`src/rtl/correlator_peak_select.sv`:
```
// Frame-level peak selector behind the correlator sum stream.
// Tracks the largest qualifying sum per frame and reports it over valid/ready.
//
// Ports:
//   clk, rst_n        clock, async active-low reset
//   enable_i          accept sums when high
//   threshold_i       unsigned qualification threshold
//   sum_i, sumid_i    correlator sum and its ID
//   sum_valid_i       strobe for sum_i/sumid_i
//   frame_end_i       strobe closing the current frame
//   trig_valid_o      candidate available (registered)
//   trig_ready_i      downstream accepts candidate
//   peak_o, peakid_o  peak sum and its ID for the reported frame
//   hitcnt_o          qualifying sums in the reported frame
//   drop_cnt_o        saturating count of candidates lost to a busy output
module correlator_peak_select #(
  parameter int SUM_WIDTH  = 27,
  parameter int ID_WIDTH   = 8,
  parameter int CNT_WIDTH  = 8,
  parameter int DROP_WIDTH = 16
) (
  input  logic                  clk,
  input  logic                  rst_n,
  input  logic                  enable_i,
  input  logic [SUM_WIDTH-1:0]  threshold_i,
  input  logic [SUM_WIDTH-1:0]  sum_i,
  input  logic [ID_WIDTH-1:0]   sumid_i,
  input  logic                  sum_valid_i,
  input  logic                  frame_end_i,
  output logic                  trig_valid_o,
  input  logic                  trig_ready_i,
  output logic [SUM_WIDTH-1:0]  peak_o,
  output logic [ID_WIDTH-1:0]   peakid_o,
  output logic [CNT_WIDTH-1:0]  hitcnt_o,
  output logic [DROP_WIDTH-1:0] drop_cnt_o
);

  typedef enum logic {
    EMPTY = 1'b0,
    FULL  = 1'b1
  } state_e;

  state_e                state_q;
  logic [SUM_WIDTH-1:0]  acc_peak_q;
  logic [ID_WIDTH-1:0]   acc_id_q;
  logic [CNT_WIDTH-1:0]  acc_cnt_q;
  logic                  acc_hit_q;
  logic [SUM_WIDTH-1:0]  out_peak_q;
  logic [ID_WIDTH-1:0]   out_id_q;
  logic [CNT_WIDTH-1:0]  out_cnt_q;
  logic [DROP_WIDTH-1:0] drop_q;

  logic                  qual;
  logic                  take_new;
  logic [SUM_WIDTH-1:0]  eff_peak;
  logic [ID_WIDTH-1:0]   eff_id;
  logic [CNT_WIDTH-1:0]  eff_cnt;
  logic                  eff_hit;
  logic                  out_free;
  logic                  load;
  logic                  drop;
  logic                  accept;

  // Effective accumulator: registered state merged with this cycle's sum,
  // so a sum coincident with frame_end_i lands in the closing frame.
  always_comb begin
    qual     = sum_valid_i & enable_i & (sum_i >= threshold_i);
    take_new = qual & (~acc_hit_q | (sum_i > acc_peak_q));
    eff_peak = take_new ? sum_i : acc_peak_q;
    eff_id   = take_new ? sumid_i : acc_id_q;
    eff_cnt  = acc_cnt_q;
    if (qual && acc_cnt_q != '1) begin
      eff_cnt = acc_cnt_q + CNT_WIDTH'(1);
    end
    eff_hit  = acc_hit_q | qual;
    accept   = (state_q == FULL) & trig_ready_i;
    out_free = (state_q == EMPTY) | trig_ready_i;
    load     = frame_end_i & eff_hit & out_free;
    drop     = frame_end_i & eff_hit & ~out_free;
  end

  always_ff @(posedge clk or negedge rst_n) begin
    if (!rst_n) begin
      acc_peak_q <= '0;
      acc_id_q   <= '0;
      acc_cnt_q  <= '0;
      acc_hit_q  <= 1'b0;
    end else if (frame_end_i) begin
      acc_peak_q <= '0;
      acc_id_q   <= '0;
      acc_cnt_q  <= '0;
      acc_hit_q  <= 1'b0;
    end else begin
      acc_peak_q <= eff_peak;
      acc_id_q   <= eff_id;
      acc_cnt_q  <= eff_cnt;
      acc_hit_q  <= eff_hit;
    end
  end

  always_ff @(posedge clk or negedge rst_n) begin
    if (!rst_n) begin
      drop_q <= '0;
    end else if (drop && drop_q != '1) begin
      drop_q <= drop_q + DROP_WIDTH'(1);
    end
  end

  // Output FSM; data registers only change on load so they stay
  // stable for the whole time the candidate is pending.
  always_ff @(posedge clk or negedge rst_n) begin
    if (!rst_n) begin
      state_q    <= EMPTY;
      out_peak_q <= '0;
      out_id_q   <= '0;
      out_cnt_q  <= '0;
    end else begin
      if (load) begin
        out_peak_q <= eff_peak;
        out_id_q   <= eff_id;
        out_cnt_q  <= eff_cnt;
      end
      unique case (state_q)
        EMPTY: if (load) state_q <= FULL;
        FULL:  if (accept && !load) state_q <= EMPTY;
        default: state_q <= EMPTY;
      endcase
    end
  end

  assign trig_valid_o = (state_q == FULL);
  assign peak_o       = out_peak_q;
  assign peakid_o     = out_id_q;
  assign hitcnt_o     = out_cnt_q;
  assign drop_cnt_o   = drop_q;

endmodule

```
`config.mk`:
```
export PLATFORM = sky130hd
export DESIGN_NAME = correlator_peak_select
export DESIGN_NICKNAME = d
export VERILOG_FILES = /design/src/rtl/correlator_peak_select.sv
export SDC_FILE = /design/constraint.sdc
export NUM_CORES = 1
export LEC_CHECK = 0
export ABC_AREA = 0
export CAP_MARGIN = 20
export CORE_ASPECT_RATIO = 0.75
export CORE_MARGIN = 1
export CORE_UTILIZATION = 55
export CTS_CLUSTER_SIZE = 8
export DETAILED_ROUTE_END_ITERATION = 10
export GPL_TIMING_DRIVEN = 0
export PLACE_DENSITY = 0.86
export SLEW_MARGIN = 10
export SYNTH_ARGS = -nofsm -noshare
export SYNTH_HDL_FRONTEND = slang
export SYNTH_SLANG_ARGS = --single-unit
```
`constraint.sdc`:
```
create_clock -name clk -period 3.7 [get_ports clk]
set_clock_uncertainty 0.1 [all_clocks]
set_input_delay 0.555 -clock clk [delete_from_list [all_inputs] [get_ports clk]]
set_output_delay 0.555 -clock clk [all_outputs]
set_load 0.01 [all_outputs]
```
# == Word-level counts from Yosys, hierarchy flattened ==
# Cells that the tools add are included.
# totals
output_inout_bits,60
memories,0
latchBits,0
wordCells,42
reg_bits,104
mem_bits_rw,0
mem_bits_ro,0
inputBits,68
# classes
n_mul,0
n_shift,0
reduce_logical,4
addsub,2
eq_ne,2
magnitude_cmp,2
div_mod_pow,0
bitwise,13
muxes,10
# ops
operator,n
$mux W27,2
$mux W8,4
$ge A27 B27 Y1,1
$gt A27 B27 Y1,1
$add A16 B1 Y16 const B,1
$ne A16 B16 Y1 const B,1
$add A8 B1 Y8 const B,1
$ne A8 B8 Y1 const B,1
$and A1 B1 Y1,7
$logic_and A1 B1 Y1,3
$mux W1,3
$not A1 Y1,3
$or A1 B1 Y1,3
$pmux W1 S2,1
$logic_not A1 Y1,1

# == Longest topological paths before layout ==
# logic_depth
depth_word,9
ltp_mapped,12
depth_no_buf,9

# == Worst setup path before layout ==
# Ideal clock, no wire load.
# synth_path
kind,input -> register
startpoint,in threshold_i[26]
endpoint,reg out_peak_q[10] (netlist: peak_o[10])
t_required_ns,3.473
stages,11
slack_ns,0.740
n_path_buf,2
setup_ns,0.127
arrival_time_ns,2.733
path_cell_list,inv_1 > ha_1 > nand4_2 > nor4_4 > o211ai_2 > o21a_2 > a2111oi_4 > buf_6 > buf_12 > mux2i_1 > a21oi_2
# synth_via
elab_chain_cells,5
word_cells_on_any_way,7
cone_classes,1 x order compare; 1 x mux; 5 x bitwise
# synth_lines
item,line_no,source
"start, declared",25,"input logic [SUM_WIDTH-1:0] threshold_i,"
$ge A27 B27 Y1 *,67,qual = sum_valid_i & enable_i & (sum_i >= threshold_i);
$and A1 B1 Y1 *,67,
$or A1 B1 Y1,75,eff_hit = acc_hit_q | qual;
$and A1 B1 Y1 (2 in a row),78,load = frame_end_i & eff_hit & out_free;
"end signal, assigned",119,out_peak_q <= eff_peak;
"end, declared",48,logic [SUM_WIDTH-1:0] out_peak_q;
# Mark *: on every way between the ends. The rest lies on a longest branch, timed or not.
# A chain may end at the register's enable or synchronous reset.

# == Final worst setup path ==
# layout_path
startpoint,in threshold_i[25]
endpoint,reg out_peak_q[17] (netlist: peak_o[17])
# The elaborated chain is that of the path after synthesis.

==> qor.yml <==
grt:
  grt_use_met1: 0.354
  antenna_found_initial: 0
  grt_overflow_total: 0
  grt_pass1_wl_um: 23200
  groute.layer.met2.usage: 0.449
  met3_usage: 0.0732
  busiest_layer: "met2"
  grt_max_degree: 59
  grt_pass1_vias: 4781
  track_usage: 0.272
sta:
  min_period_ps: 3560
  rsz0062_at_grt: "no"
  tightestPinTransition_ps: 609
  finalHoldViolations: 0
  whs_ps: 105
  post-route-period-util: 0.961
  finalWorstSetupSlack_ps: 145
  slew_headroom: 0.583
  drv_slew: 0
  finalSetupViolations: 0
  fmax_ghz: 0.281
pwr:
  peakVddDrop_uv: 390
  switching_share: 0.299
  seqPwrFrac: 0.418
  p_per_area_mw_per_mm2: 460
  clkPwrFrac: 0.285
  power.leakage_nw: 3.34
  internal-power_mw: 2.42
  switchingPower_mw: 1.03
  combinationalPowerShare: 0.297
synth:
  synthFlopType: "dfrtp_1"
  syn-num-nets: 704
  synth_top_area_frac: 0.453
  netlist_area_mm2: 0.00574
  synth_top_area_cell: "dfrtp_1"
  ys_async_sr_fraction: 1.00
  synth-xor-area-share: 0.0244
  ys_types: 47
  syn-instance-count: 580
  synthMuxAreaShare: 0.0706
  yosys.area_share.simple: 0.144
  synth_top_family_by_area: "simple AND/OR/NAND/NOR gates"
  synth_compound_area_frac: 0.122
  synthAdderAreaFrac: 0.122
  synth_edf_count: 0
  synth.avg_cell_area_um2: 9.90
  synth_seq_cells: 104
  synthTopCellsByArea: "dfrtp_1 45%, ha_1 12%, mux2i_1 6.3%"
  yosys_warnings: 0
  seq_area_frac_synth: 0.453
worst_setup_path:
  cpPeakStageDelay_ps: 480
  r2r_start: "acc_peak_q[8]$_DFF_PN0_"
  arrival_ps: 3670
  regToRegSetupSlack_ps: 780
  crit_chain: "clkdlybuf4s50_1, inv_1, ha_1, nand4_2, nor4_4, o211ai_2, o21a_2, a2111oi_4, buf_6, buf_12, mux2i_1, a21oi_2"
  worstSetupPathType: "in -> reg"
  critPathRequiredTime_ps: 3820
  ff2ff_path_depth: 11
  endpoint_kind: "flip-flop"
  crit_fanout: 10
  critPathLaunchType: "input port"
  crit_slowest_cell: "clkdlybuf4s50_1"
  reg2reg_to: "peak_o[17]$_DFFE_PN0P_"
clock_network:
  clockRootBuffer: "clkbuf_16"
  cts_buffers: 9
  clk_latency_ps: 350
  cts_setup_buffers: 0
  cts_sinks: 104
  path_clk_slew_ps: 70
  ctsHtreeMaxLevel: 3
  cts_tree: "done"
  cts_max_path_buffers: 2
  holdBufCountCts: 0
floorplanning:
  row_count: 31
  die-area_mm2: 0.0109
  core_mm2: 0.00989
  start_util: 0.580
  pin_count: 128
  fp.dieW_um: 120
  chipHeight_um: 90.5
place:
  io_buffers: 126
  gp_congestion: 0.834
  pre_cts_ws_ps: -250
  dp_hpwl_um: 10600
  numPlacedInstances: 839
job:
  cap_violations: 0
route:
  drc: 0
  num_vias: 4712
  wirelength_um: 13900
  antenna_left: 0
  vias_per_cell: 5.51
  firstDrtPassIters: 4
  drt-initial-drc-count: 187
  wire_per_inst_um: 16.2
outcome:
  status: "finished, final reports clean"
final_layout:
  final_cells: 855
  final_common_cell: "clkdlybuf4s50_1"
  fin_nets: 842
  area_growth_pct: 30.7
  final_cell_mix: "125 x clkdlybuf4s50_1, 104 x dfrtp_1, 94 x nor2_1"
  final_core_util: 0.759
  drive_gt1_frac: 0.0858
  n_antenna_cell: 0
hold_path:
  hold_path.class: "in -> async"
metal layers:
layer  vias to the layer above  wire (um)
li1                       2272          -
met1                      2283       6190
met2                       138       6590
met3                        19        932
met4                         0        162
met5                         -          0
kinds of logic after synthesis:
| kind of cell | Yosys count |
|---|---|
| AO/OA/AOI/OAI | 106 |
| XOR/XNOR | 16 |
| adder cells (fa/ha/maj) | 56 |
| buffers and inverters | 79 |
| flip-flops | 104 |
| multiplexers | 40 |
| AND/OR/NAND/NOR | 179 |
stage by stage:
step	power [mW]	instance area, um^2	TNS, ps
2_1_floorplan	1.91	5740	0
3_3_place_gp	2.44	7170	-197720
3_5_place_dp	2.48	7190	-12710
4_1_cts	3.47	7500	0
5_1_grt	3.62	7500	0
6_report	3.45	7500	0
worst max-delay path by stage:
stage / startpoint / endpoint / cells past startpoint
after floorplan: threshold_i[26] / peak_o[10]$_DFFE_PN0P_ / 11
after global placement: rst_n / peakid_o[1]$_DFFE_PN0P_ / 1
after detailed placement: threshold_i[25] / peak_o[23]$_DFFE_PN0P_ / 13
after CTS: threshold_i[25] / peak_o[23]$_DFFE_PN0P_ / 13
after global routing: threshold_i[25] / acc_peak_q[14]$_DFF_PN0_ / 12
final: threshold_i[25] / peak_o[17]$_DFFE_PN0P_ / 12
layout make-up:
type                            instances  area, um^2
Clock inverter                          6        76.3
Buffer                                 20         144
Inverter                               59         221
Timing Repair Buffer                  127        1290
Fill cell                             665        2390
Multi-Input combinational cell        397        2780
Sequential cell                       104        2600
Clock buffer                           10         229
Tap cell                              132         165
synth_stat cells (all sizes together), types with 2 or more instances:
master	n
a31oi	5
nand2	24
clkbuf	8
nand4	9
o21a	3
mux2i	36
nor4	7
xnor2	4
ha	56
dfrtp	104
a2111oi	2
nand2b	6
xor2	12
or3	4
o21ai	17
nand3	16
inv	59
a211oi	4
and4	3
nor3	8
nor2	94
a21oi	67
o211ai	2
mux2	4
and3	4
buf	12
power groups by stage:
| stage | clock network [mW] | registers (mW) | logic, mW |
|---|---|---|---|
| 3_5_place_dp | 0 | 1.46 | 1.02 |
| 2_1_floorplan | 0 | 1.53 | 0.373 |
| 4_1_cts | 0.996 | 1.44 | 1.03 |
| 3_3_place_gp | 0 | 1.46 | 0.988 |
| 5_1_grt | 1.03 | 1.46 | 1.12 |
| 6_report | 0.984 | 1.44 | 1.03 |
sequential cells by signal (all words and copies together) (netlist names):
register      cells
drop_cnt_o       16
acc_hit_q         1
peak_o           27
acc_id_q          8
acc_cnt_q         8
trig_valid_o      1
hitcnt_o          8
acc_peak_q       27
peakid_o          8
critical path, delay by kind of cell:
family | cells | cell delay (ps)
AND/OR/NAND/NOR | 2 | 630
AO/OA/AOI/OAI | 4 | 940
adder cells (fa/ha/maj) | 1 | 300
multiplexers | 1 | 330
buffers and inverters | 4 | 910
what timing repair did:
| action | CTS | global route |
|---|---|---|
| endpoints found under the setup margin | 0 | 22 |
| endpoints found under the hold margin | 0 | 0 |
| gates resized for setup | 0 | 2 |
(Power assumes the default switching activity.)
==> variant: new RTL, same flow settings <==
Register the input `threshold_i` before use, without a reset. The logic sees it one clock later. The other inputs are not delayed to match.
--- a/src/rtl/correlator_peak_select.sv
+++ b/src/rtl/correlator_peak_select.sv
@@ -40,6 +40,12 @@
     FULL  = 1'b1
   } state_e;
 
+  logic [SUM_WIDTH-1:0] threshold_q;
+
+  always_ff @(posedge clk) begin
+    threshold_q <= threshold_i;
+  end
+
   state_e                state_q;
   logic [SUM_WIDTH-1:0]  acc_peak_q;
   logic [ID_WIDTH-1:0]   acc_id_q;
@@ -64,7 +70,7 @@
   // Effective accumulator: registered state merged with this cycle's sum,
   // so a sum coincident with frame_end_i lands in the closing frame.
   always_comb begin
-    qual     = sum_valid_i & enable_i & (sum_i >= threshold_i);
+    qual     = sum_valid_i & enable_i & (sum_i >= threshold_q);
     take_new = qual & (~acc_hit_q | (sum_i > acc_peak_q));
     eff_peak = take_new ? sum_i : acc_peak_q;
     eff_id   = take_new ? sumid_i : acc_id_q;
Behaviour: not the same (a bounded check fails within 4 cycles, from zero or initial values and one cycle with rst_n low).
==> variant against the original RTL <==
- worst hold slack got worse by 0.051 ns
- register-to-register slack got worse by 0.03 ns
- setup slack improved by 0.25 ns
- design area rose by 13%
- fmax rose by 7.4%
- synthesized area up 11%
- synthesized cell count grew 13%
- sequential share of layout area increased by 2.5 points
- routed wire length rose by 25%
- core utilization grew 0.28 points
- largest cell class is now registers
- total power grew 31%
- sequential cell count rose by 27
==> variant: results (changes against the original RTL) <==
via count=5,779 (was 4,712); max incr delay on CP=0.50 ns (was 0.48 ns); Max VDD drop=401 uV (was 390 uV); initial antenna violation count=0 (unchanged); count of cell types in the netlist=53 (was 47); clk root buf=clkbuf_16 (unchanged); Psw=1.23 mW (was 1.03 mW); HPWL after DPL=12,300 um (was 10,600 um); GR Util All Layers=0.304 (was 0.272); share of the yosys chip area belonging to registers=0.494 (was 0.453); number of port buffers=126 (unchanged); cells after synthesis=656 (was 580); H-tree depth=4 (was 3); status=complete, no violations (unchanged); Yosys warning count=0 (unchanged); source of the worst register-to-register timing path=threshold_q[18] (was acc_peak_q[8]); CP Max Fanout=10 (unchanged); maximum root-to-sink buffer count=2 (unchanged); Num CTS Buffers=17 (was 9); Post-synth top cells=dfrtp_1 (104), a21oi_1 (61), ha_1 (56), inv_1 (55), nand3_1 (50) (was dfrtp_1 (104), nor2_1 (94), inv_1 (59), ha_1 (56), a21oi_1 (45)); clock latency on the worst-skew pair=0.42 ns (was 0.35 ns); Resize count post-CTS=0 (unchanged); # diodes=0 (unchanged); worst setup path startpoint=sum_i[18] (was threshold_i[25]); initial drt markers=583 (was 187); end of the critical path=peak_o[22] (was peak_o[17]); crit path DAT=3.48 ns (was 3.67 ns); via/cell ratio=6.05 (was 5.51); wire per inst=18.1 um (was 16.2 um); placed cells=923 (was 839); Pleak=3.70 nW (was 3.34 nW); delay-heaviest family, CP=buffers and inverters (was compound AO/OA/AOI/OAI gates); Async S/R FF share, synth=0.794 (was 1.00); top cells by area, synth=dfrtp_1 (41%), ha_1 (11%), dfxtp_1 (8.5%) (was dfrtp_1 (45%), ha_1 (12%), mux2i_1 (6.3%)); first-pass detailed-route iteration total=5 (was 4); Slew headroom=0.575 (was 0.583); r2r worst-path depth=10 (was 11); Nets=926 (was 842); syn nets=780 (was 704); worst min-delay path class=in -> async (unchanged); gp weighted congestion=0.859 (was 0.834); slowest CP cell=clkdlybuf4s50_1 (unchanged); setup slack, reg-to-reg=0.75 ns (was 0.78 ns); share of layout cells above drive strength 1=0.0859 (was 0.0858); Setup Fix Bufs, Post-CTS=0 (unchanged); first-pass GRT wire length=28,100 um (was 23,200 um)
==> variant: changes by cell type after synthesis, sizes merged, moves of 7 or more <==
cell,before,now
nor2,94,49
o21ai,17,54
mux2i,36,1
nand3,16,50
a31oi,5,38
dfxtp,0,27
buf,12,23
nand2,24,31
nor3,8,15
==> variant: worst register-to-register path: cells and delay by family (launching register included) <==
kind / cells / cell delay [ns]
buffers and inverters: 3 / 0.75
DFF: 1 / 0.30
AOI/OAI and AO/OA: 3 / 0.79
adders and majority gates: 1 / 0.30
and+or+nand+nor: 3 / 0.57
==> variant: cell families after synthesis <==
family / Yosys count / share of synthesized area
multiplexers: 3 / 0.00511
buffers and inverters: 86 / 0.0560
flip-flops: 131 / 0.494
XOR/XNOR: 18 / 0.0248
AND/OR/NAND/NOR: 187 / 0.146
adder cells (fa/ha/maj): 56 / 0.110
AO/OA/AOI/OAI: 175 / 0.164
==> variant: final cells by class <==
| type | count | area, um2 |
|---|---|---|
| flip-flops and latches | 131 | 3140 |
| multi-input cells | 439 | 2870 |
| plain buffers | 31 | 150 |
| repair buffers | 127 | 1290 |
| clock buffers | 19 | 443 |
| inverters | 55 | 206 |
| well taps | 140 | 175 |
| clock inverters | 13 | 184 |
| fillers | 731 | 2650 |
==> variant: stage by stage <==
stage                     setup slack (ns)  area (um2)  TNS, ns
final                                0.390        8460        0
after global routing                 0.257        8460        0
after CTS                            0.511        8460        0
after detailed placement            0.0827        7830        0
after global placement               -1.82        7800  -188.88
after floorplan                       1.05        6370        0
==> variant: how the worst min path moves through the flow <==
stage,slack (ns),endpoint
floorplan,0.16,acc_cnt_q[0]
CTS,0.08,drop_cnt_o[10]
global placement,0.37,hitcnt_o[1]
global route,0.11,drop_cnt_o[5]
detailed placement,0.38,hitcnt_o[3]
finish,0.05,drop_cnt_o[10]
==> variant: layer usage <==
metal,GRT usage,vias up,routed length (um)
li1,-,2631,-
met4,0.128,0,325
met1,0.395,2819,7440
met5,0,-,0
met2,0.500,289,8260
met3,0.0617,40,1270
==> variant: power groups by stage <==
stage	combinational, mW	sequential, mW	clock, mW
finish	0.978	1.74	1.79
global route	1.06	1.77	1.86
CTS	0.977	1.74	1.80
detailed placement	0.964	1.76	0
global placement	0.930	1.76	0
floorplan	0.336	1.82	0
